**src/rtl/pwm_capture.sv**
```systemverilog
// rtl/pwm_capture.sv - PWM duty-cycle capture with tick-sampled counters and serial divider
// High time and period are counted in prescaled ticks and converted to a PWM_WIDTH-bit duty value.
module pwm_capture #(
  parameter int CLOCK_PRESCALER = 24,
  parameter int PWM_WIDTH       = 12,
  parameter int COUNT_WIDTH     = 16
) (
  input  logic                   clock,
  input  logic                   reset,
  input  logic                   pwm_in,
  output logic [PWM_WIDTH-1:0]   duty_value,
  output logic                   duty_valid,
  output logic [COUNT_WIDTH-1:0] high_count,
  output logic [COUNT_WIDTH-1:0] period_count,
  output logic                   signal_lost
);

  localparam int PSW = (CLOCK_PRESCALER > 1) ? $clog2(CLOCK_PRESCALER) : 1;
  localparam int BCW = (PWM_WIDTH > 1) ? $clog2(PWM_WIDTH) : 1;
  localparam logic [PSW-1:0]         PS_LAST  = PSW'(CLOCK_PRESCALER - 1);
  localparam logic [BCW-1:0]         BIT_LAST = BCW'(PWM_WIDTH - 1);
  localparam logic [COUNT_WIDTH-1:0] CNT_MAX  = '1;

  typedef enum logic [1:0] {IDLE, MEASURE, DIVIDE} state_t;

  state_t                 state_q;
  logic                   sync1_q, sync2_q, p_q, armed_q;
  logic [PSW-1:0]         presc_q, presc_d;
  logic [COUNT_WIDTH-1:0] pcnt_q, pcnt_d, hcnt_q, hcnt_d;
  logic [COUNT_WIDTH-1:0] div_q, rem_q, rem_d;
  logic [COUNT_WIDTH:0]   rem_sh;
  logic [PWM_WIDTH-1:0]   quo_q, quo_d, duty_q;
  logic [BCW-1:0]         bit_q;
  logic                   sat_q, valid_q, lost_q;
  logic [COUNT_WIDTH-1:0] hc_q, pc_q;
  logic                   tick, rise, timeout, ge;

  assign duty_value   = duty_q;
  assign duty_valid   = valid_q;
  assign high_count   = hc_q;
  assign period_count = pc_q;
  assign signal_lost  = lost_q;

  always_comb begin
    tick    = (presc_q == PS_LAST);
    rise    = tick && sync2_q && !p_q;
    presc_d = tick ? '0 : presc_q + 1'b1;
    pcnt_d  = pcnt_q;
    hcnt_d  = hcnt_q;
    if (rise) begin
      pcnt_d = {{(COUNT_WIDTH-1){1'b0}}, 1'b1};
      hcnt_d = {{(COUNT_WIDTH-1){1'b0}}, 1'b1};
    end else if (tick) begin
      if (pcnt_q != CNT_MAX) pcnt_d = pcnt_q + 1'b1;
      if (sync2_q && hcnt_q != CNT_MAX) hcnt_d = hcnt_q + 1'b1;
    end
    // Fires only on the tick that brings pcnt to saturation, so it cannot repeat while held there.
    timeout = tick && !rise && (pcnt_q == CNT_MAX - 1'b1) &&
              (state_q == MEASURE || (state_q == IDLE && armed_q));
    rem_sh = {rem_q, 1'b0};
    ge     = (rem_sh >= {1'b0, div_q});
    rem_d  = ge ? COUNT_WIDTH'(rem_sh - {1'b0, div_q}) : COUNT_WIDTH'(rem_sh);
    quo_d  = {quo_q[PWM_WIDTH-2:0], ge};
  end

  always_ff @(posedge clock) begin
    if (reset) begin
      state_q <= IDLE;
      sync1_q <= 1'b0;
      sync2_q <= 1'b0;
      p_q     <= 1'b0;
      armed_q <= 1'b0;
      presc_q <= '0;
      pcnt_q  <= '0;
      hcnt_q  <= '0;
      div_q   <= '0;
      rem_q   <= '0;
      quo_q   <= '0;
      bit_q   <= '0;
      sat_q   <= 1'b0;
      duty_q  <= '0;
      valid_q <= 1'b0;
      lost_q  <= 1'b1;
      hc_q    <= '0;
      pc_q    <= '0;
    end else begin
      sync1_q <= pwm_in;
      sync2_q <= sync1_q;
      presc_q <= presc_d;
      if (tick) p_q <= sync2_q;
      pcnt_q  <= pcnt_d;
      hcnt_q  <= hcnt_d;
      valid_q <= 1'b0;
      if (timeout) begin
        lost_q  <= 1'b1;
        duty_q  <= sync2_q ? '1 : '0;
        valid_q <= 1'b1;
        state_q <= IDLE;
      end else begin
        case (state_q)
          IDLE: begin
            if (rise) begin
              armed_q <= 1'b1;
              state_q <= MEASURE;
            end
          end
          MEASURE: begin
            if (rise) begin
              pc_q    <= pcnt_q;
              hc_q    <= hcnt_q;
              div_q   <= pcnt_q;
              rem_q   <= hcnt_q;
              quo_q   <= '0;
              bit_q   <= '0;
              sat_q   <= (hcnt_q >= pcnt_q);
              state_q <= DIVIDE;
            end
          end
          DIVIDE: begin
            rem_q <= rem_d;
            quo_q <= quo_d;
            bit_q <= bit_q + 1'b1;
            if (bit_q == BIT_LAST) begin
              duty_q  <= sat_q ? '1 : quo_d;
              valid_q <= 1'b1;
              lost_q  <= 1'b0;
              state_q <= MEASURE;
            end
          end
          default: state_q <= IDLE;
        endcase
      end
    end
  end

endmodule

```
**config.mk**
```make
export PLATFORM = sky130hd
export DESIGN_NAME = pwm_capture
export DESIGN_NICKNAME = d
export VERILOG_FILES = /design/src/rtl/pwm_capture.sv
export SDC_FILE = /design/constraint.sdc
export NUM_CORES = 1
export LEC_CHECK = 0
export CORE_ASPECT_RATIO = 0.75
export CORE_MARGIN = 1.5
export CORE_UTILIZATION = 30
export DETAILED_ROUTE_END_ITERATION = 16
export PLACE_DENSITY = 0.5
export RECOVER_POWER = 100
export SYNTH_ARGS = -nofsm -noshare
export SYNTH_HDL_FRONTEND = slang
export SYNTH_SLANG_ARGS = --single-unit
```
**constraint.sdc**
```tcl
create_clock -name clock -period 4.88 [get_ports clock]
set_input_delay 0.488 -clock clock [delete_from_list [all_inputs] [get_ports clock]]
set_output_delay 0.488 -clock clock [all_outputs]
set_load 0.01 [all_outputs]
```
# Yosys cells after proc, flatten, opt, wreduce, memory -nomap -nowiden
# Index checks and enable logic that the tools add are counted.
# classes
n_addsub	5
magnitude_cmp	2
eq_ne	10
mux	25
bitwise	1
reduce_logical	30
# ops
op	count
2-to-1 mux 12 bit	5
adder 16 x 1 -> 16 bit (second input constant)	2
2-to-1 mux 16 bit	2
!= test 16 bit (second input constant)	2
one-hot mux 16 bit (2 select lines)	1
one-hot mux 11 bit (2 select lines)	1
>= comparator 17 x 16 -> 1 bit	1
equality test 16 bit (second input constant)	1
>= comparator 16 bit	1
subtractor 16 bit	1
AND reduction 2 bit	6
AND reduction 3 bit	4
nonzero test 2 bit	6
2-to-1 mux 11 bit	1
2-to-1 mux 1 bit	9
one-hot mux 4 bit (2 select lines)	1
logical AND 1 bit	7
2-to-1 mux 2 bit	3
!= test 2 bit (second input constant)	3
one-hot mux 2 bit (3 select lines)	1
OR reduction 2 bit	3
adder 5 x 1 -> 5 bit (second input constant)	1
equality test 5 bit (second input constant)	1
adder 4 x 1 -> 4 bit (second input constant)	1
8 further kinds	9
# word_totals
register_bits	121
in_bits	3
out_inout_bits	46
elab_cells	92

# Depth between registers and ports, before layout
# Gate-level depths: netlist (run 1).
# logic_depth
word_depth	9
mapped_depth	11
depth_no_buf	9

# Worst setup path before layout (run 1)
# Ideal clock, no wire load.
# synth_timing
path_kind	register to register
from	reg, netlist name period_count[7]
to	reg rem_q[15]
t_arrival_ns	2.278
slack_ns	2.480
stages_incl_launch_ff	12
period_less_slack_ns	2.400
cell_sequence	dfxtp_1 inv_1 ha_1 buf_2 nand2_1 or3_1 a31o_1 a31o_4 o21ai_4 buf_6 nor3_2 a311o_1
# synth_rtl
element	line_no	rtl
end signal, assigned	112	rem_q <= hcnt_q;
end signal, assigned	120	rem_q <= rem_d;
end, declared	30	logic [COUNT_WIDTH-1:0] div_q, rem_q, rem_d;

# Worst setup path in the final report (run 1)
# layout_timing
from	reg presc_q[0]
to	reg pc_q[10] (netlist: period_count[10])
# layout_via
elab_chain_cells	9
# layout_lines
element	line_no	rtl
start, declared	28	logic [PSW-1:0] presc_q, presc_d;
start signal, assigned	89	presc_q <= presc_d;
equality test 5 bit (*)	45	tick = (presc_q == PS_LAST);
logical AND 1 bit (2 in series)	46	rise = tick && sync2_q && !p_q;
logical NOT 1 bit	58	timeout = tick && !rise && (pcnt_q == CNT_MAX - 1'b1) &&
logical AND 1 bit (3 in series)	58	
inverter 1 bit (no source line)	n/a	
AND reduction 3 bit (no source line) (*)	n/a	
end signal, assigned	109	pc_q <= pcnt_q;
end, declared	35	logic [COUNT_WIDTH-1:0] hc_q, pc_q;
# Every way passes the cells marked *; elsewhere a longest branch is shown, timed or not.
# A chain may end at the register's enable or synchronous reset.

==> results of run 1 <==
[kinds of logic after synthesis]
| family | count (synthesis) | share of synthesized area (%) |
|---|---|---|
| flops | 121 | 38.0 |
| mux | 15 | 2.35 |
| buf+inv | 88 | 5.81 |
| simple gates | 291 | 22.3 |
| xor+xnor | 42 | 5.77 |
| fa+ha+maj | 43 | 8.56 |
| compound gates | 181 | 17.3 |
[routing by layer]
layer | vias to the layer above | GRT usage [%] | wire [µm]
met5 | - | 0 | 0
met4 | 0 | 5.42 | 221
met3 | 20 | 3.94 | 910
met2 | 131 | 24.4 | 7430
met1 | 2640 | 27.8 | 10400
li1 | 2782 | - | -
[where the power goes]
part           internal (mW)  leakage (nW)  switching (mW)
sequential             0.990         0.975         0.00234
combinational        0.00519          1.64          0.0204
clock                  0.828         0.308           0.546
total                   1.82          2.92           0.568
[cell usage in the layout, fill, tap and decap left out, types with 16 or more instances in the layout]
cell type      count
a21oi_1           98
clkbuf_16         17
dfxtp_1          121
dlygate4sd3_1     46
ha_1              42
inv_1             44
nand2_1          103
nand3_1           31
nor2_1            57
o21ai_0           19
or3_1             16
xnor2_1           33
[worst paths after layout]
check,to,cells past startpoint
max reg2reg,period_count[10]$_SDFFE_PP0P_,8
min,sync2_q$_SDFF_PP0_,1
min reg2reg,sync2_q$_SDFF_PP0_,1
max,period_count[10]$_SDFFE_PP0P_,8
[layout make-up]
type / instances / area share, %
inverters: 45 / 2.21
multi-input cells: 572 / 46.7
well taps: 282 / 4.61
clock inverters: 15 / 2.67
flip-flops and latches: 121 / 31.7
clock buffers: 17 / 5.56
repair buffers: 54 / 6.61
[registers in the layout, summed over array words and instances, names as in the netlist, 2 cells and up]
name / cells
hcnt_q: 16
high_count: 16
bit_q: 4
rem_q: 16
state_q: 2
period_count: 16
pcnt_q: 16
presc_q: 5
duty_value: 12
quo_q: 11
[critical path, stage by stage, from the launching register on]
cell	delay, ps
dfxtp_1	350
ha_1	240
and4b_1	370
nand2_1	100
nor2_1	340
and2_0	910
clkbuf_1	640
nand2_1	330
a21oi_1	190
==> out/metrics.cfg, run 1 <==
[status]
status = finished, violations left
violations = capacitance limit, slew limit

[critical_path]
crit_start = presc_q[0]$_SDFF_PP0_
worstPathRequired_ps = 5190
worst-r2r-setup-slack_ps = 1280
arrival_ps = 3910
cp-start-kind = flip-flop
critPathKind = flip-flop to flip-flop
r2r_start = presc_q[0]$_SDFF_PP0_
cp-end-kind = flip-flop
path_max_fanout = 19

[sta]
setup_violations = 0
grt_setup_unrepaired = no
setup_tns_ps = 0
timing.slew.headroom_pct = -97.4
post-route-min-period_ps = 3600
hold_viol = 0
worst_pin_slew_ps = 2960
skew_ps = 12.6
fin_ws_ps = 1280
slew_viol_final = 64
holdWs_ps = 438
finalCritPeriodShare_pct = 73.7
fmax_mhz = 278

[place]
place_ws_ps = 1730
dp.cells = 1074
place_congestion = 0.833
port_buffers = 48
placed_area_um2 = 7050
hpwl_um = 13300

[route]
drc = 0
drt_iter0_markers = 443
postRouteWirelength_um = 19000
drtPass1Iterations = 5
viasPerCell = 5.04
antenna_left = 0
wl_per_cell_um = 17.2
num_vias = 5573

[run]
drv_cap = 1

[synth]
ys_async_sr_fraction_pct = 0
synth_top_cell_area_share_pct = 38.0
synth_edf_count = 0
synth_warnings = 0
syn_inst = 781
synth-seq-cells = 121
synth_nets = 827
syn_area_per_cell_um2 = 8.16
ys_seq_area_share_pct = 38.0
synth_area_um2 = 6380
synthFlopType = dfxtp_1
synthTopCellsByArea = dfxtp_1, ha_1, a21oi_1
synth_top_area_cell = dfxtp_1
synth_common_cells = dfxtp_1, nand2_1, a21oi_1
synth.most_common_cell = dfxtp_1
ys_types = 61

[hold_path]
min_path_type = flip-flop to flip-flop
worstHoldStart = sync1_q$_SDFF_PP0_

[grt]
grt_max_degree = 64
grt_overflow = 0
grt_use_total_pct = 18.0
grt_pass1_vias = 5208
antenna_found_initial = 0
grt_pass1_wl_um = 30000

[floorplan]
io_pins = 49
rows = 45
die_w_um = 171
die_h_um = 129
dieArea_um2 = 22100
core_um2 = 20600
start_util_pct = 31.0

[clock_tree]
root_buffer = clkbuf_16
cts_tree = yes
ctsHtreeMaxLevel = 4
post_cts_buffers = 0
cts_sinks = 121
clock_latency_ps = 430
path_clk_slew_ps = 60
postCtsHoldBufs = 0
ctsResizeCount = 0
cts_buffers = 17
clockBufferDepth = 2

[final_layout]
n_fill_cell = 2132
syn_to_final_growth_pct = 20.0
design_area_um2 = 7650
multiInputGateArea_um2 = 3570
final_util_pct = 37.2
drive_gt1_share_pct = 5.34
register_area_um2 = 2420
layout.nets = 857
antenna_cells = 0
layout.cells.non_filler = 1106

[pwr]
total_power_mw = 2.39
cellLeakagePower_nw = 2.92
power_density_nw_per_um2 = 313
ir_drop_v = 0.000179

(Power assumes the default switching activity.)
==> run 2, diff against run 1 <==
==> constraint.sdc (replaced) <==
create_clock -name clock -period 3.7 [get_ports clock]
set_input_delay 0.37 -clock clock [delete_from_list [all_inputs] [get_ports clock]]
set_output_delay 0.37 -clock clock [all_outputs]
set_load 0.01 [all_outputs]
==> run 2 against run 1 <==
Net effect: the run still ends with capacitance limit, slew limit left; clock-buffer cell count is the same; wire length down 2.2%; utilization barely moved; global-route usage down 0.48 points; via count shrank 1.8%; register-to-register slack worse by 770 ps; critical path type unchanged; largest cell class unchanged.
==> out/metrics.cfg, run 2 (synthesized netlist as in run 1, its figures left out) <==
[floorplan]
rows = 45  ; unchanged
io_pins = 49  ; unchanged
start_util_pct = 31.0  ; unchanged
core_um2 = 20600  ; unchanged
die_w_um = 171  ; unchanged
die_h_um = 129  ; unchanged
dieArea_um2 = 22100  ; unchanged

[status]
violations = capacitance limit, slew limit
status = finished, violations left

[route]
drt_iter0_markers = 468  ; +5.6%
drtPass1Iterations = 5  ; unchanged
num_vias = 5471  ; -1.8%
drc = 0  ; unchanged
postRouteWirelength_um = 18600  ; -2.2%
antenna_left = 0  ; unchanged
wl_per_cell_um = 16.8  ; -2.4%
viasPerCell = 4.94  ; -2.0%

[final_layout]
mostFrequentLayoutCell = dfxtp_1
syn_to_final_growth_pct = 20.1
n_fill_cell = 2134  ; +0.094%
design_area_um2 = 7660  ; +0.11%
final_cell_mix = dfxtp_1, nand2_1, a21oi_1
layout.nets = 859  ; +0.23%
antenna_cells = 0  ; unchanged
drive_gt1_share_pct = 5.69  ; +0.35 points

[critical_path]
slowest_stage = o21ai_2
critPathKind = flip-flop to flip-flop
r2r_cells = 10  ; +2
r2r_start = period_count[7]$_SDFFE_PP0P_
reg2reg_to = rem_q[3]$_SDFFE_PP0P_
cp-start-kind = flip-flop
cp_slowest_stage_delay_ps = 620  ; -290 ps
path_cells = inv_1, ha_1, nand2_1, or3_1, a31o_1, a31o_4, o21ai_2, buf_4, mux2i_1, o22ai_1
arrival_ps = 3430  ; -480 ps
worst-r2r-setup-slack_ps = 520  ; -770 ps
crit_start = period_count[7]$_SDFFE_PP0P_
endpoint = rem_q[3]$_SDFFE_PP0P_
worstPathRequired_ps = 3950  ; -1240 ps
path_max_fanout = 14  ; -5
cp-end-kind = flip-flop

[pwr]
ir_drop_v = 0.000279  ; +55%
p_clk_share_pct = 57.0  ; -0.4 points
p_switching_mw = 0.721  ; +27%
seqPwrFrac_pct = 41.9  ; +0.4 points
p_comb_share_pct = 1.1  ; about the same
cellLeakagePower_nw = 2.94  ; +0.46%
switching_share_pct = 23.1  ; -0.67 points
power_density_nw_per_um2 = 408  ; +30%
intPower_mw = 2.40  ; +32%
total_power_mw = 3.12  ; +31%

[sta]
post-route-min-period_ps = 3180  ; -411 ps
grt_setup_unrepaired = no
hold_viol = 0  ; unchanged
fmax_mhz = 314  ; +13%
fin_ws_ps = 515  ; -769 ps
skew_ps = 10.1  ; -2.55 ps
timing.slew.headroom_pct = -3.04  ; +94 points
slew_viol_final = 30  ; -53%
setup_violations = 0  ; unchanged
setup_tns_ps = 0  ; unchanged
finalCritPeriodShare_pct = 86.1  ; +12 points
worst_pin_slew_ps = 1550  ; -1410 ps

[clock_tree]
clock_latency_ps = 430  ; about the same
post_cts_buffers = 0  ; unchanged
ctsResizeCount = 0  ; unchanged
ctsHtreeMaxLevel = 4  ; unchanged
cts_tree = yes
path_clk_slew_ps = 70  ; about the same
postCtsHoldBufs = 0  ; unchanged
root_buffer = clkbuf_16
cts_buffers = 17  ; unchanged
cts_sinks = 121  ; unchanged
clockBufferDepth = 2  ; unchanged

[place]
port_buffers = 48  ; unchanged
place_congestion = 0.867  ; +4.1%
placed_area_um2 = 7070  ; +0.21%
place_ws_ps = 815  ; -912 ps
hpwl_um = 13200  ; -1.4%

[grt]
grt_max_degree = 65  ; +1.6%
grt_overflow = 0  ; unchanged
grt_pass1_wl_um = 29500  ; -1.6%
grt_use_total_pct = 17.5  ; -0.48 points
antenna_found_initial = 1  ; +1
grt_pass1_vias = 5130  ; -1.5%

[run]
drv_cap = 1  ; unchanged

[hold_path]
min_path_type = flip-flop to flip-flop

[run 2: changes by cell type in the layout (fill, tap and decap cells not counted)]
| cell | change |
|---|---|
| clkbuf_2 | +1 |
| buf_2 | -1 |
| o21ai_0 | +1 |
| inv_6 | +1 |
| buf_4 | +4 |
| o21ai_4 | -1 |
| inv_8 | -1 |
| clkbuf_1 | -2 |
[run 2: worst min path at each step]
| stage | from | end | slack, ps | cells past startpoint |
|---|---|---|---|---|
| finish | sync1_q$_SDFF_PP0_ | sync2_q$_SDFF_PP0_ | 440 | 1 |
| global route | sync1_q$_SDFF_PP0_ | sync2_q$_SDFF_PP0_ | 460 | 1 |
| CTS | sync1_q$_SDFF_PP0_ | sync2_q$_SDFF_PP0_ | 440 | 1 |
| detailed placement | sync1_q$_SDFF_PP0_ | sync2_q$_SDFF_PP0_ | 420 | 1 |
| global placement | sync1_q$_SDFF_PP0_ | sync2_q$_SDFF_PP0_ | 420 | 1 |
| floorplan | sync1_q$_SDFF_PP0_ | sync2_q$_SDFF_PP0_ | 410 | 1 |
[run 2: critical path: cells and delay by family, from the launching register on]
family                     cells  cell delay [ps]
AOI/OAI and AO/OA              4             1180
and+or+nand+nor                2              440
buffers and inverters          2              390
adders and majority gates      1              390
DFF                            1              340
muxes                          1              250
[run 2: power by group through the flow]
stage | sequential (mW) | combinational (mW) | clock, mW
detailed placement | 1.34 | 0.0345 | 0
floorplan | 1.34 | 0.0244 | 0
finish | 1.31 | 0.0329 | 1.78
global placement | 1.34 | 0.0349 | 0
CTS | 1.31 | 0.0346 | 1.82
global route | 1.31 | 0.0365 | 1.88
[run 2: area by class of cell]
cell class,count,area (µm²),area share (%)
clock buffers,17,425,5.55
clock inverters,15,201,2.63
inverters,45,169,2.21
multi-input cells,572,3560,46.5
flip-flops and latches,121,2420,31.6
well taps,282,353,4.61
repair buffers,56,528,6.89
[run 2: layer usage]
layer / share of wire [%] / wire length, µm / global-route usage [%]
met1: 56 / 10400 / 27.3
met2: 39 / 7170 / 23.8
met3: 4.4 / 825 / 3.76
met4: 0.86 / 159 / 4.59
met5: 0 / 0 / 0
[run 2: metrics by stage]
stage	std cells	util, %	hold slack, ps
floorplan	781	-	414
CTS	1108	37.4	438
finish	1108	37.3	437
global placement	1076	34.4	424
detailed placement	1076	34.4	422
global route	1108	37.3	461
